`src/rtl/dw_update_ctrl_if.sv`:
```
// Upstream delta-weight handshake: one 16-bit signed Q6.10 sample per
// accepted beat (dw_valid & dw_ready).
interface dw_update_ctrl_if;
  logic        dw_valid;
  logic        dw_ready;
  logic [15:0] dw_in;

  // Upstream delta pipeline side
  modport master (output dw_valid, output dw_in, input dw_ready);
  // Update controller side
  modport slave  (input dw_valid, input dw_in, output dw_ready);
endinterface

```
`src/rtl/dw_update_ctrl.sv`:
```
// Weight-update sequencer for the 4-sample delta-weight adder.
// Per weight: collect 4 dw samples, replay them into the adder on 4
// consecutive cycles, then add the adder's eta*sum result into the weight
// register file with 16-bit saturation. One start walks all NW weights.
module dw_update_ctrl #(
  parameter int NW  = 4,
  parameter int IW  = 2,
  parameter int LAT = 1
) (
  input  logic            clk,
  input  logic            res_n,
  input  logic            start,
  dw_update_ctrl_if.slave dw_bus,
  output logic [15:0]     adder_dw,
  input  logic [15:0]     adder_dcdw3,
  input  logic            w_ld,
  input  logic [IW-1:0]   w_ld_idx,
  input  logic [15:0]     w_ld_data,
  input  logic [IW-1:0]   rd_idx,
  output logic [15:0]     rd_data,
  output logic            busy,
  output logic            done,
  output logic            sat_flag
);

  typedef enum logic [2:0] {IDLE, FILL, BURST, WAIT, WRITE} state_t;

  localparam int WCW = (LAT > 2) ? $clog2(LAT) : 1;

  state_t          state_reg, state_next;
  logic [2:0]      cnt_reg;
  logic [1:0]      bcnt_reg;
  logic [WCW-1:0]  wcnt_reg;
  logic [IW-1:0]   idx_reg;
  logic [15:0]     smp_reg [4];
  logic            done_reg;
  logic            sat_reg;
  logic [15:0]     w_arr [NW];

  logic            accept;
  logic            last_idx;
  logic [16:0]     wr_sum;
  logic            wr_sat;
  logic [15:0]     wr_val;

  assign dw_bus.dw_ready = (state_reg == FILL) && (cnt_reg < 3'd4);
  assign accept          = dw_bus.dw_ready && dw_bus.dw_valid;
  assign last_idx        = (idx_reg == IW'(NW - 1));

  // 17-bit signed sum catches any overflow; clamp to the 16-bit extremes
  assign wr_sum = {w_arr[idx_reg][15], w_arr[idx_reg]} + {adder_dcdw3[15], adder_dcdw3};
  assign wr_sat = wr_sum[16] ^ wr_sum[15];
  assign wr_val = wr_sat ? (wr_sum[16] ? 16'h8000 : 16'h7FFF) : wr_sum[15:0];

  // Adder sees buffered samples only during the burst, zero otherwise
  assign adder_dw = (state_reg == BURST) ? smp_reg[bcnt_reg] : 16'd0;
  assign busy     = (state_reg != IDLE);
  assign done     = done_reg;
  assign sat_flag = sat_reg;
  assign rd_data  = (int'(rd_idx) < NW) ? w_arr[rd_idx] : 16'd0;

  // State register
  always_ff @(posedge clk or negedge res_n) begin
    if (!res_n) state_reg <= IDLE;
    else        state_reg <= state_next;
  end

  // Next-state logic
  always_comb begin
    state_next = state_reg;
    case (state_reg)
      IDLE:  if (start) state_next = FILL;
      FILL:  if (accept && cnt_reg == 3'd3) state_next = BURST;
      BURST: if (bcnt_reg == 2'd3) state_next = (LAT == 1) ? WRITE : WAIT;
      WAIT:  if (wcnt_reg == WCW'(LAT - 2)) state_next = WRITE;
      WRITE: state_next = last_idx ? IDLE : FILL;
      default: state_next = IDLE;
    endcase
  end

  // Sample buffer, counters, weight index and pass status flags
  always_ff @(posedge clk or negedge res_n) begin
    if (!res_n) begin
      cnt_reg  <= '0;
      bcnt_reg <= '0;
      wcnt_reg <= '0;
      idx_reg  <= '0;
      done_reg <= 1'b0;
      sat_reg  <= 1'b0;
      for (int i = 0; i < 4; i++) smp_reg[i] <= '0;
    end else begin
      done_reg <= (state_reg == WRITE) && last_idx;
      case (state_reg)
        IDLE: begin
          if (start) begin
            idx_reg <= '0;
            cnt_reg <= '0;
            sat_reg <= 1'b0;
          end
        end
        FILL: begin
          bcnt_reg <= '0;
          if (accept) begin
            smp_reg[cnt_reg[1:0]] <= dw_bus.dw_in;
            cnt_reg               <= cnt_reg + 3'd1;
          end
        end
        BURST: begin
          bcnt_reg <= bcnt_reg + 2'd1;
          wcnt_reg <= '0;
        end
        WAIT: begin
          wcnt_reg <= wcnt_reg + WCW'(1);
        end
        WRITE: begin
          cnt_reg <= '0;
          if (wr_sat) sat_reg <= 1'b1;
          idx_reg <= last_idx ? '0 : idx_reg + IW'(1);
        end
        default: ;
      endcase
    end
  end

  // Weight register file: one register per entry, written by the update
  // pass or, while idle, by an external load
  generate
    for (genvar gi = 0; gi < NW; gi++) begin : g_w
      logic [15:0] w_reg;
      // Entry gi update
      always_ff @(posedge clk or negedge res_n) begin
        if (!res_n)
          w_reg <= '0;
        else if (state_reg == WRITE && idx_reg == IW'(gi))
          w_reg <= wr_val;
        else if (state_reg == IDLE && w_ld && w_ld_idx == IW'(gi))
          w_reg <= w_ld_data;
      end
      assign w_arr[gi] = w_reg;
    end
  endgenerate

endmodule

```
`src/flat_wrapper.sv`:
```
// flat-port wrapper written by rule: the top's interface ports become plain ports
module dw_update_ctrl_flat 
#(
  parameter int NW  = 4,
  parameter int IW  = 2,
  parameter int LAT = 1
)
  (clk, res_n, start, adder_dw, adder_dcdw3, w_ld, w_ld_idx, w_ld_data, rd_idx, rd_data, busy, done, sat_flag, dw_bus_dw_valid, dw_bus_dw_in, dw_bus_dw_ready);
  dw_update_ctrl_if dw_bus_i ();
  input  logic clk;
  input  logic res_n;
  input  logic start;
  output logic [15:0] adder_dw;
  input  logic [15:0] adder_dcdw3;
  input  logic w_ld;
  input  logic [IW-1:0] w_ld_idx;
  input  logic [15:0] w_ld_data;
  input  logic [IW-1:0] rd_idx;
  output logic [15:0] rd_data;
  output logic busy;
  output logic done;
  output logic sat_flag;
  input wire logic [$bits(dw_bus_i.dw_valid)-1:0] dw_bus_dw_valid;
  input wire logic [$bits(dw_bus_i.dw_in)-1:0] dw_bus_dw_in;
  output wire logic [$bits(dw_bus_i.dw_ready)-1:0] dw_bus_dw_ready;
  assign dw_bus_i.dw_valid = dw_bus_dw_valid;
  assign dw_bus_i.dw_in = dw_bus_dw_in;
  assign dw_bus_dw_ready = dw_bus_i.dw_ready;
  dw_update_ctrl #(.NW(NW), .IW(IW), .LAT(LAT)) u_core (.clk(clk), .res_n(res_n), .start(start), .dw_bus(dw_bus_i), .adder_dw(adder_dw), .adder_dcdw3(adder_dcdw3), .w_ld(w_ld), .w_ld_idx(w_ld_idx), .w_ld_data(w_ld_data), .rd_idx(rd_idx), .rd_data(rd_data), .busy(busy), .done(done), .sat_flag(sat_flag));
endmodule
```
`config.mk`:
```
export PLATFORM = sky130hd
export DESIGN_NAME = dw_update_ctrl_flat
export DESIGN_NICKNAME = d
export VERILOG_FILES = /design/src/rtl/dw_update_ctrl_if.sv /design/src/rtl/dw_update_ctrl.sv /design/src/flat_wrapper.sv
export SDC_FILE = /design/constraint.sdc
export NUM_CORES = 1
export LEC_CHECK = 0
export CORE_MARGIN = 3
export CORE_UTILIZATION = 45
export CTS_BUF_LIST = sky130_fd_sc_hd__clkbuf_4 sky130_fd_sc_hd__clkbuf_8 sky130_fd_sc_hd__clkbuf_16
export CTS_CLUSTER_DIAMETER = 100
export CTS_CLUSTER_SIZE = 14
export DETAILED_ROUTE_END_ITERATION = 7
export PLACE_DENSITY = 0.66
export SLEW_MARGIN = 0
export SYNTH_ARGS = -nofsm -noshare
export SYNTH_HDL_FRONTEND = slang
export SYNTH_SLANG_ARGS = --single-unit
export TNS_END_PERCENT = 50
```
`constraint.sdc`:
```
create_clock -name clk -period 4.9 [get_ports clk]
set_input_delay 1.225 -clock clk [delete_from_list [all_inputs] [get_ports clk]]
set_output_delay 1.225 -clock clk [all_outputs]
set_load 0.01 [all_outputs]
```
==> results.cfg, run 1 <==
[setup_path]
worstSetupPathType = input pin to output port
r2r_end = u_core.g_w[1].w_reg[4]$_DFFE_PN0P_
endpoint = rd_data[9]
worstSetupStartpointType = input pin
crit_start = rd_idx[0]
rrSetupSlack_ns = 0.96
crit_required_ns = 3.67
cp.arrival_ns = 3.08
worstRegToRegCells = 10
endpoint_kind = output port
worstPathMaxFanout = 16
reg2reg_from = u_core.idx_reg[1]$_DFFE_PN0P_

[clock_network]
insertion_delay_ns = 0.42
clk_path_buf_depth = 2
post_cts.repair.setup_buffers = 0
cts_tree = done
path_clk_slew_ns = 0.06
cts_htree_levels = 4
cts-root-buf = clkbuf_16
cts_resized = 0
hold_buffers = 0
cts_buffers = 17
cts_sinks = 141

[placement]
place_hpwl_um = 14750
place_congestion = 0.9135
numPortBuffers = 92
placed_cells = 987
place_area_um2 = 9140

[layout]
fillers = 1469
layout_common_cells = dfrtp_1, clkdlybuf4s50_1, a21oi_1
final_cell_area_um2 = 9762
final_util = 0.5605
fin_nets = 865
instances_no_fill = 1019
syn2layout_area_growth_pct = 21.47
layout_commonest_cell = dfrtp_1
layout-drive-gt1-share = 0.2091
diodes = 0

[logic_synthesis]
postSynth.topFlopCell = dfrtp_1
synth.ff_latch_count = 141
yosysWarnings = 0
async_flop_share = 1.000
syn_avg_cell_area_um2 = 11.40
ys_types = 49
netlist_area_um2 = 8036
synth_seq_area_share = 0.4390
postSynthCellCount = 705
syn_nets = 789
synth_enable_flop_cells = 0

[pwr]
swShare = 0.3845
switchingPower_uw = 2556
ir_drop_uv = 405.8
p_int_uw = 4092
total_power_uw = 6648
comb_power_share = 0.481
power_density_nw_per_um2 = 681.0
seqPwrFrac = 0.317
p_leak_uw = 0.004044
p_clk_frac = 0.202

[timing]
period_share = 0.8782
clock_skew_ns = 0.01052
setup_viol = 0
fin_crit_ns = 4.303
clock.fmax_mhz = 232.4
worstMarginPinSlew_ns = 1.115
totalNegativeSetupSlack_ns = 0
slew_viol_final = 0
max_slew_margin = 0.2547
hold_violations = 0
rsz0062_at_grt = false

[routing]
drt-initial-drc-count = 650
num_vias = 6283
drt_first_pass_iters = 5
wl_um = 22120
viasPerCell = 6.166
wire_per_inst_um = 21.71
remaining_drc_errors = 0
antenna_left = 0

[grt]
first_global_vias = 6598
grt_max_degree = 124
antenna_found_initial = 0
grtUsageTotal = 0.2312
overflow = 0
grt_pass1_wl_um = 35570

[floorplanning]
core_um2 = 17420
num_rows = 48
ios = 93
die-area_um2 = 19500
die_height_um = 139.6
die_x_um = 139.6
initial_core_util = 0.4614

[outcome]
run_status = completed

[job]
max_cap_viol_count = 0

[worst_hold_path]
hold_class = flip-flop to flip-flop
[metal layers]
metal  global-route usage  part of all wire
met5                    0                 0
met4              0.07496             0.021
met3              0.05258             0.074
met2               0.3913              0.50
met1               0.2967              0.41
[power groups by stage]
| stage | clock (µW) | sequential [µW] | combinational (µW) |
|---|---|---|---|
| after global placement | 0 | 2060 | 3050 |
| after CTS | 1360 | 2090 | 3190 |
| after floorplan | 0 | 1930 | 2340 |
| after global routing | 1410 | 2160 | 3520 |
| final | 1340 | 2100 | 3200 |
| after detailed placement | 0 | 2100 | 3160 |
[cell usage after synthesis, types with 4 or more instances]
cell type,instances,area (µm²)
a21oi_1,86,430.4
and2_1,21,131.4
and3_1,68,425.4
buf_2,5,25.02
clkbuf_1,37,138.9
dfrtp_1,141,3528
ha_1,26,325.3
inv_1,9,33.78
mux2_2,68,765.7
mux4_2,48,1081
nand2_1,27,101.4
nand3_1,12,60.06
nor2_1,13,48.80
nor2b_1,4,25.02
o211ai_1,6,45.04
o21a_1,4,30.03
o21ai_0,66,330.3
o311ai_0,8,70.07
xnor2_1,5,43.79
xor2_1,5,43.79
[worst min-delay path by stage]
stage | from | endpoint | depth (start not counted)
after floorplan | u_core.wcnt_reg$_DFFE_PN0P_ | u_core.wcnt_reg$_DFFE_PN0P_ | 2
after global placement | u_core.wcnt_reg$_DFFE_PN0P_ | u_core.wcnt_reg$_DFFE_PN0P_ | 2
after detailed placement | u_core.smp_reg[26]$_DFFE_PN0P_ | u_core.smp_reg[26]$_DFFE_PN0P_ | 1
after CTS | u_core.smp_reg[26]$_DFFE_PN0P_ | u_core.smp_reg[26]$_DFFE_PN0P_ | 1
after global routing | u_core.smp_reg[26]$_DFFE_PN0P_ | u_core.smp_reg[26]$_DFFE_PN0P_ | 1
final | u_core.smp_reg[3]$_DFFE_PN0P_ | u_core.smp_reg[3]$_DFFE_PN0P_ | 1
[worst max-delay path: stages]
cell	delay, ns
clkdlybuf4s50_1	0.45
buf_4	0.32
mux4_2	0.56
clkdlybuf4s50_1	0.49
[stage by stage]
stage          setup WS [ns]  hold WS [ns]
6_report              0.5967        0.4989
3_5_place_dp          0.5820        0.4870
2_1_floorplan         0.9249        0.4574
4_1_cts               0.5749        0.4998
5_1_grt               0.5097        0.5034
3_3_place_gp          0.6017        0.4764
[layout make-up]
class                           instances  area (µm²)  share of cell area
Clock inverter                         12       161.4             0.01653
Sequential cell                       141        3528              0.3614
Timing Repair Buffer                  103        1005              0.1029
Multi-Input combinational cell        509        4292              0.4396
Inverter                                9       33.78            0.003461
Tap cell                              225       281.5             0.02884
Clock buffer                           20       460.4             0.04717
[cells by family after synthesis]
family          share of synthesized area
compound gates                     0.1362
flops                              0.4390
fa+ha+maj                         0.04297
buf+inv                           0.02693
mux                                0.2310
xor+xnor                          0.01090
simple gates                       0.1129
Note: power is estimated with default switching activity, not from simulation.
==> inputs of run 2 (changes only) <==
--- a/config.mk
+++ b/config.mk
@@ -5,7 +5,6 @@
 export SDC_FILE = /design/constraint.sdc
 export NUM_CORES = 1
 export LEC_CHECK = 0
-export CORE_MARGIN = 3
 export CORE_UTILIZATION = 45
 export CTS_BUF_LIST = sky130_fd_sc_hd__clkbuf_4 sky130_fd_sc_hd__clkbuf_8 sky130_fd_sc_hd__clkbuf_16
 export CTS_CLUSTER_DIAMETER = 100
==> results.cfg, run 2 (same netlist as run 1, synthesis figures left out) <==
[timing]
clock.fmax_mhz = 232.7
worstMarginPinSlew_ns = 1.112
slew_viol_final = 0
period_share = 0.8769
totalNegativeSetupSlack_ns = 0
max_slew_margin = 0.2584
hold_violations = 0
clock_skew_ns = 0.008636
setup_viol = 0
rsz0062_at_grt = false
fin_crit_ns = 4.297
layout_setup_ws_ns = 0.6032

[setup_path]
endpoint = rd_data[12]
endpoint_kind = output port
worstRegToRegCells = 11
worstSetupStartpointType = input pin
crit_required_ns = 3.67
crit_path_top_delay_cell = mux4_2
slowest_delay_ns = 0.56
reg2reg_from = u_core.idx_reg[0]$_DFFE_PN0P_
rrSetupSlack_ns = 1.21
crit_start = rd_idx[0]
cp.arrival_ns = 3.07
cp_cell_sequence = clkdlybuf4s50_1 > buf_4 > mux4_2 > clkdlybuf4s50_1
worstPathMaxFanout = 16
cpMostUsedCell = clkdlybuf4s50_1
r2r_end = u_core.g_w[2].w_reg[4]$_DFFE_PN0P_
worstSetupPathType = input pin to output port

[routing]
drt_first_pass_iters = 6
wire_per_inst_um = 21.27
viasPerCell = 6.213
remaining_drc_errors = 0
met2WireLength_um = 10630
antenna_left = 0
dr_wl_met3_um = 1538
num_vias = 6325
drt-initial-drc-count = 552
wl_um = 21650
routed.top_layer = met4
wl_met1_um = 8969

[floorplanning]
die_x_um = 135.6
core_um2 = 17360
ios = 93
initial_core_util = 0.4630
die-area_um2 = 18400
die_height_um = 135.6
num_rows = 48

[layout]
diodes = 0
syn2layout_area_growth_pct = 20.91
fillers = 1438
layout-drive-gt1-share = 0.2081
layout_common_cells = dfrtp_1, clkdlybuf4s50_1, a21oi_1
fin_nets = 866
instances_no_fill = 1018
seqCellArea_um2 = 3528
multi_input_area_um2 = 4292
final_cell_area_um2 = 9717
layout_commonest_cell = dfrtp_1

[placement]
place_congestion = 0.8218
numPortBuffers = 92
place_ws_ns = 0.5428
place_hpwl_um = 14340
place_area_um2 = 9148
placed_cells = 988

[clock_network]
hold_buffers = 0
path_clk_slew_ns = 0.06
clk_path_buf_depth = 2
cts_buffers = 17
post_cts.repair.setup_buffers = 0
cts-root-buf = clkbuf_16
cts_tree = done
cts_sinks = 141
cts_resized = 0
cts_htree_levels = 4
insertion_delay_ns = 0.42

[outcome]
run_status = completed

[pwr]
power_density_nw_per_um2 = 673.6
swShare = 0.3836
switchingPower_uw = 2511
p_int_uw = 4035
ir_drop_uv = 318.5
p_leak_uw = 0.004033
seqPwrFrac = 0.317
comb_power_share = 0.494
p_clk_frac = 0.189

[grt]
first_global_vias = 6558
antenna_found_initial = 0
overflow = 0
grt_max_degree = 120
grtUsageTotal = 0.2471
grt_pass1_wl_um = 34280

[worst_hold_path]
hold_class = flip-flop to flip-flop

[job]
max_cap_viol_count = 0
## run 2: layer usage
layer | vias to the layer above | global-route usage
met5 | - | 0
met4 | 0 | 0.1030
met3 | 47 | 0.05948
met2 | 295 | 0.4104
met1 | 3170 | 0.3074
li1 | 2813 | -
## run 2: worst min-delay path by stage
stage	start	to	cells past startpoint
5_1_grt	u_core.smp_reg[22]$_DFFE_PN0P_	u_core.smp_reg[22]$_DFFE_PN0P_	1
3_3_place_gp	u_core.smp_reg[31]$_DFFE_PN0P_	u_core.smp_reg[31]$_DFFE_PN0P_	1
3_5_place_dp	u_core.smp_reg[30]$_DFFE_PN0P_	u_core.smp_reg[30]$_DFFE_PN0P_	1
4_1_cts	u_core.smp_reg[30]$_DFFE_PN0P_	u_core.smp_reg[30]$_DFFE_PN0P_	1
2_1_floorplan	u_core.wcnt_reg$_DFFE_PN0P_	u_core.wcnt_reg$_DFFE_PN0P_	2
6_report	u_core.smp_reg[4]$_DFFE_PN0P_	u_core.smp_reg[4]$_DFFE_PN0P_	1
## run 2: cell type report
| class | count | area share |
|---|---|---|
| clock buffer | 24 | 0.05241 |
| clock inverter | 6 | 0.006181 |
| inverter | 9 | 0.003477 |
| multi-input combinational | 509 | 0.4417 |
| sequential | 141 | 0.3631 |
| tap | 225 | 0.02897 |
| timing repair buffer | 104 | 0.1042 |
## run 2: per-stage QoR
stage                       util  total power, µW  hold WS, ns
after global routing      0.5598             6979       0.5075
after global placement    0.5270             5146       0.4809
after detailed placement  0.5270             5256       0.4891
final                     0.5598             6545       0.4958
after floorplan                -             4261       0.4574
after CTS                 0.5598             6514       0.5007
## run 2: power groups by stage
stage,Clock [µW],Sequential (µW),Combinational [µW]
final,1240,2080,3230
after global routing,1310,2130,3540
after CTS,1250,2060,3200
after detailed placement,0,2080,3180
after global placement,0,2030,3110
after floorplan,0,1930,2340
## run 2: worst max-delay path: cells and delay by family
| family | cells | cell delay [ns] |
|---|---|---|
| buffers and inverters | 3 | 1.26 |
| muxes | 1 | 0.56 |
==> inputs of run 3 (changes only) <==
--- a/config.mk
+++ b/config.mk
@@ -10,7 +10,7 @@
 export CTS_CLUSTER_DIAMETER = 100
 export CTS_CLUSTER_SIZE = 14
 export DETAILED_ROUTE_END_ITERATION = 7
-export PLACE_DENSITY = 0.66
+export PLACE_DENSITY = 0.69
 export SLEW_MARGIN = 0
 export SYNTH_ARGS = -nofsm -noshare
 export SYNTH_HDL_FRONTEND = slang
==> constraint.sdc (replaced) <==
create_clock -name clk -period 3.75 [get_ports clk]
set_input_delay 0.9375 -clock clk [delete_from_list [all_inputs] [get_ports clk]]
set_output_delay 0.9375 -clock clk [all_outputs]
set_load 0.01 [all_outputs]
==> results.cfg, run 3 (same netlist as run 1, synthesis figures left out) <==
[routing]
wl_um = 22080
drt-initial-drc-count = 598
antenna_left = 0
viasPerCell = 6.276
num_vias = 6477
remaining_drc_errors = 0
wire_per_inst_um = 21.39
drt_first_pass_iters = 6

[setup_path]
reg2reg_from = u_core.idx_reg[0]$_DFFE_PN0P_
r2r_end = u_core.g_w[1].w_reg[5]$_DFFE_PN0P_
slowest_delay_ns = 0.55
crit_required_ns = 2.81
endpoint = rd_data[5]
cp_cell_sequence = clkdlybuf4s50_1 > buf_12 > mux4_2 > clkdlybuf4s50_1
worstRegToRegCells = 11
cp.arrival_ns = 2.70
endpoint_kind = output port
cpMostUsedCell = clkdlybuf4s50_1
crit_start = rd_idx[0]
rrSetupSlack_ns = 0.26
worstSetupPathType = input pin to output port
worstSetupStartpointType = input pin
crit_path_top_delay_cell = mux4_2
worstPathMaxFanout = 16

[pwr]
p_int_uw = 5433
comb_power_share = 0.501
swShare = 0.3838
p_leak_uw = 0.004104
power_density_nw_per_um2 = 892.1
seqPwrFrac = 0.309
switchingPower_uw = 3384
p_clk_frac = 0.190
ir_drop_uv = 478.1

[outcome]
run_status = completed

[timing]
period_share = 0.9710
totalNegativeSetupSlack_ns = 0
clock.fmax_mhz = 274.6
max_slew_margin = 0.2945
hold_violations = 0
fin_crit_ns = 3.641
rsz0062_at_grt = false
slew_viol_final = 0
worstMarginPinSlew_ns = 1.056
clock_skew_ns = 0.009753
setup_viol = 0

[worst_hold_path]
hold_class = flip-flop to flip-flop

[clock_network]
cts_htree_levels = 4
cts_buffers = 17
post_cts.repair.setup_buffers = 0
clk_path_buf_depth = 2
path_clk_slew_ns = 0.06
cts-root-buf = clkbuf_16
cts_sinks = 141
insertion_delay_ns = 0.42
cts_tree = done

[grt]
grtUsageTotal = 0.2498
first_global_vias = 6697
grt_pass1_wl_um = 34770
antenna_found_initial = 0
overflow = 0
grt_max_degree = 76

[floorplanning]
initial_core_util = 0.4630
die-area_um2 = 18400
num_rows = 48
core_um2 = 17360
die_height_um = 135.6
ios = 93
die_x_um = 135.6

[layout]
syn2layout_area_growth_pct = 22.98
layout-drive-gt1-share = 0.2230
instances_no_fill = 1032
fin_nets = 878
diodes = 0
layout_commonest_cell = dfrtp_1
layout_common_cells = dfrtp_1, clkdlybuf4s50_1, a21oi_1

[placement]
numPortBuffers = 92
place_congestion = 0.8957
place_hpwl_um = 14730
placed_cells = 1000

[job]
max_cap_viol_count = 0
run 3: worst max-delay path: cells and delay by family:
family	cells	cell delay [ns]
buf+inv	3	1.21
mux	1	0.55
run 3: worst min path at each step:
stage / cells after the start / end / slack (ns) / startpoint
2_1_floorplan: 2 / u_core.wcnt_reg$_DFFE_PN0P_ / 0.46 / u_core.wcnt_reg$_DFFE_PN0P_
3_3_place_gp: 1 / u_core.smp_reg[17]$_DFFE_PN0P_ / 0.48 / u_core.smp_reg[17]$_DFFE_PN0P_
3_5_place_dp: 1 / u_core.smp_reg[5]$_DFFE_PN0P_ / 0.49 / u_core.smp_reg[5]$_DFFE_PN0P_
4_1_cts: 1 / u_core.smp_reg[23]$_DFFE_PN0P_ / 0.50 / u_core.smp_reg[23]$_DFFE_PN0P_
5_1_grt: 1 / u_core.smp_reg[5]$_DFFE_PN0P_ / 0.50 / u_core.smp_reg[5]$_DFFE_PN0P_
6_report: 1 / u_core.smp_reg[23]$_DFFE_PN0P_ / 0.50 / u_core.smp_reg[23]$_DFFE_PN0P_
run 3: layout make-up:
class                      instances  area, µm²
clock buffer                      19      452.9
timing repair buffer             116       1152
clock inverter                    13      138.9
multi-input combinational        509       4295
sequential                       141       3528
fill                            1416       7473
tap                              225      281.5
inverter                           9      33.78
run 3: repair_timing:
item / in CTS / in global routing
hold buffers: 0 / 0
resized for setup: 0 / 1
setup endpoints to repair: 0 / 1
run 3: metrics by stage:
step | hold WS [ns] | cell area (µm²) | util | power [µW] | setup WS, ns
3_5_place_dp | 0.4895 | 9288 | 0.5351 | 7038 | -0.04367
5_1_grt | 0.5044 | 9883 | 0.5694 | 9342 | 0.01279
6_report | 0.5007 | 9883 | 0.5694 | 8817 | 0.1088
4_1_cts | 0.5008 | 9879 | 0.5692 | 8755 | 0.08989
2_1_floorplan | 0.4574 | 8038 | - | 5568 | 0.1845
3_3_place_gp | 0.4808 | 9288 | 0.5351 | 6841 | 0.08426
run 3: power by group through the flow:
stage / clock network, µW / registers (µW) / logic, µW
CTS: 1700 / 2700 / 4350
global placement: 0 / 2650 / 4190
detailed placement: 0 / 2720 / 4320
finish: 1670 / 2720 / 4420
floorplan: 0 / 2520 / 3050
global route: 1760 / 2790 / 4790
run 3: per-layer routing:
metal,global-route usage,vias to the layer above,share of wire
li1,-,2847,-
met1,0.3099,3289,0.41
met2,0.4189,289,0.50
met3,0.05350,52,0.070
met4,0.1086,0,0.024
met5,0,-,0
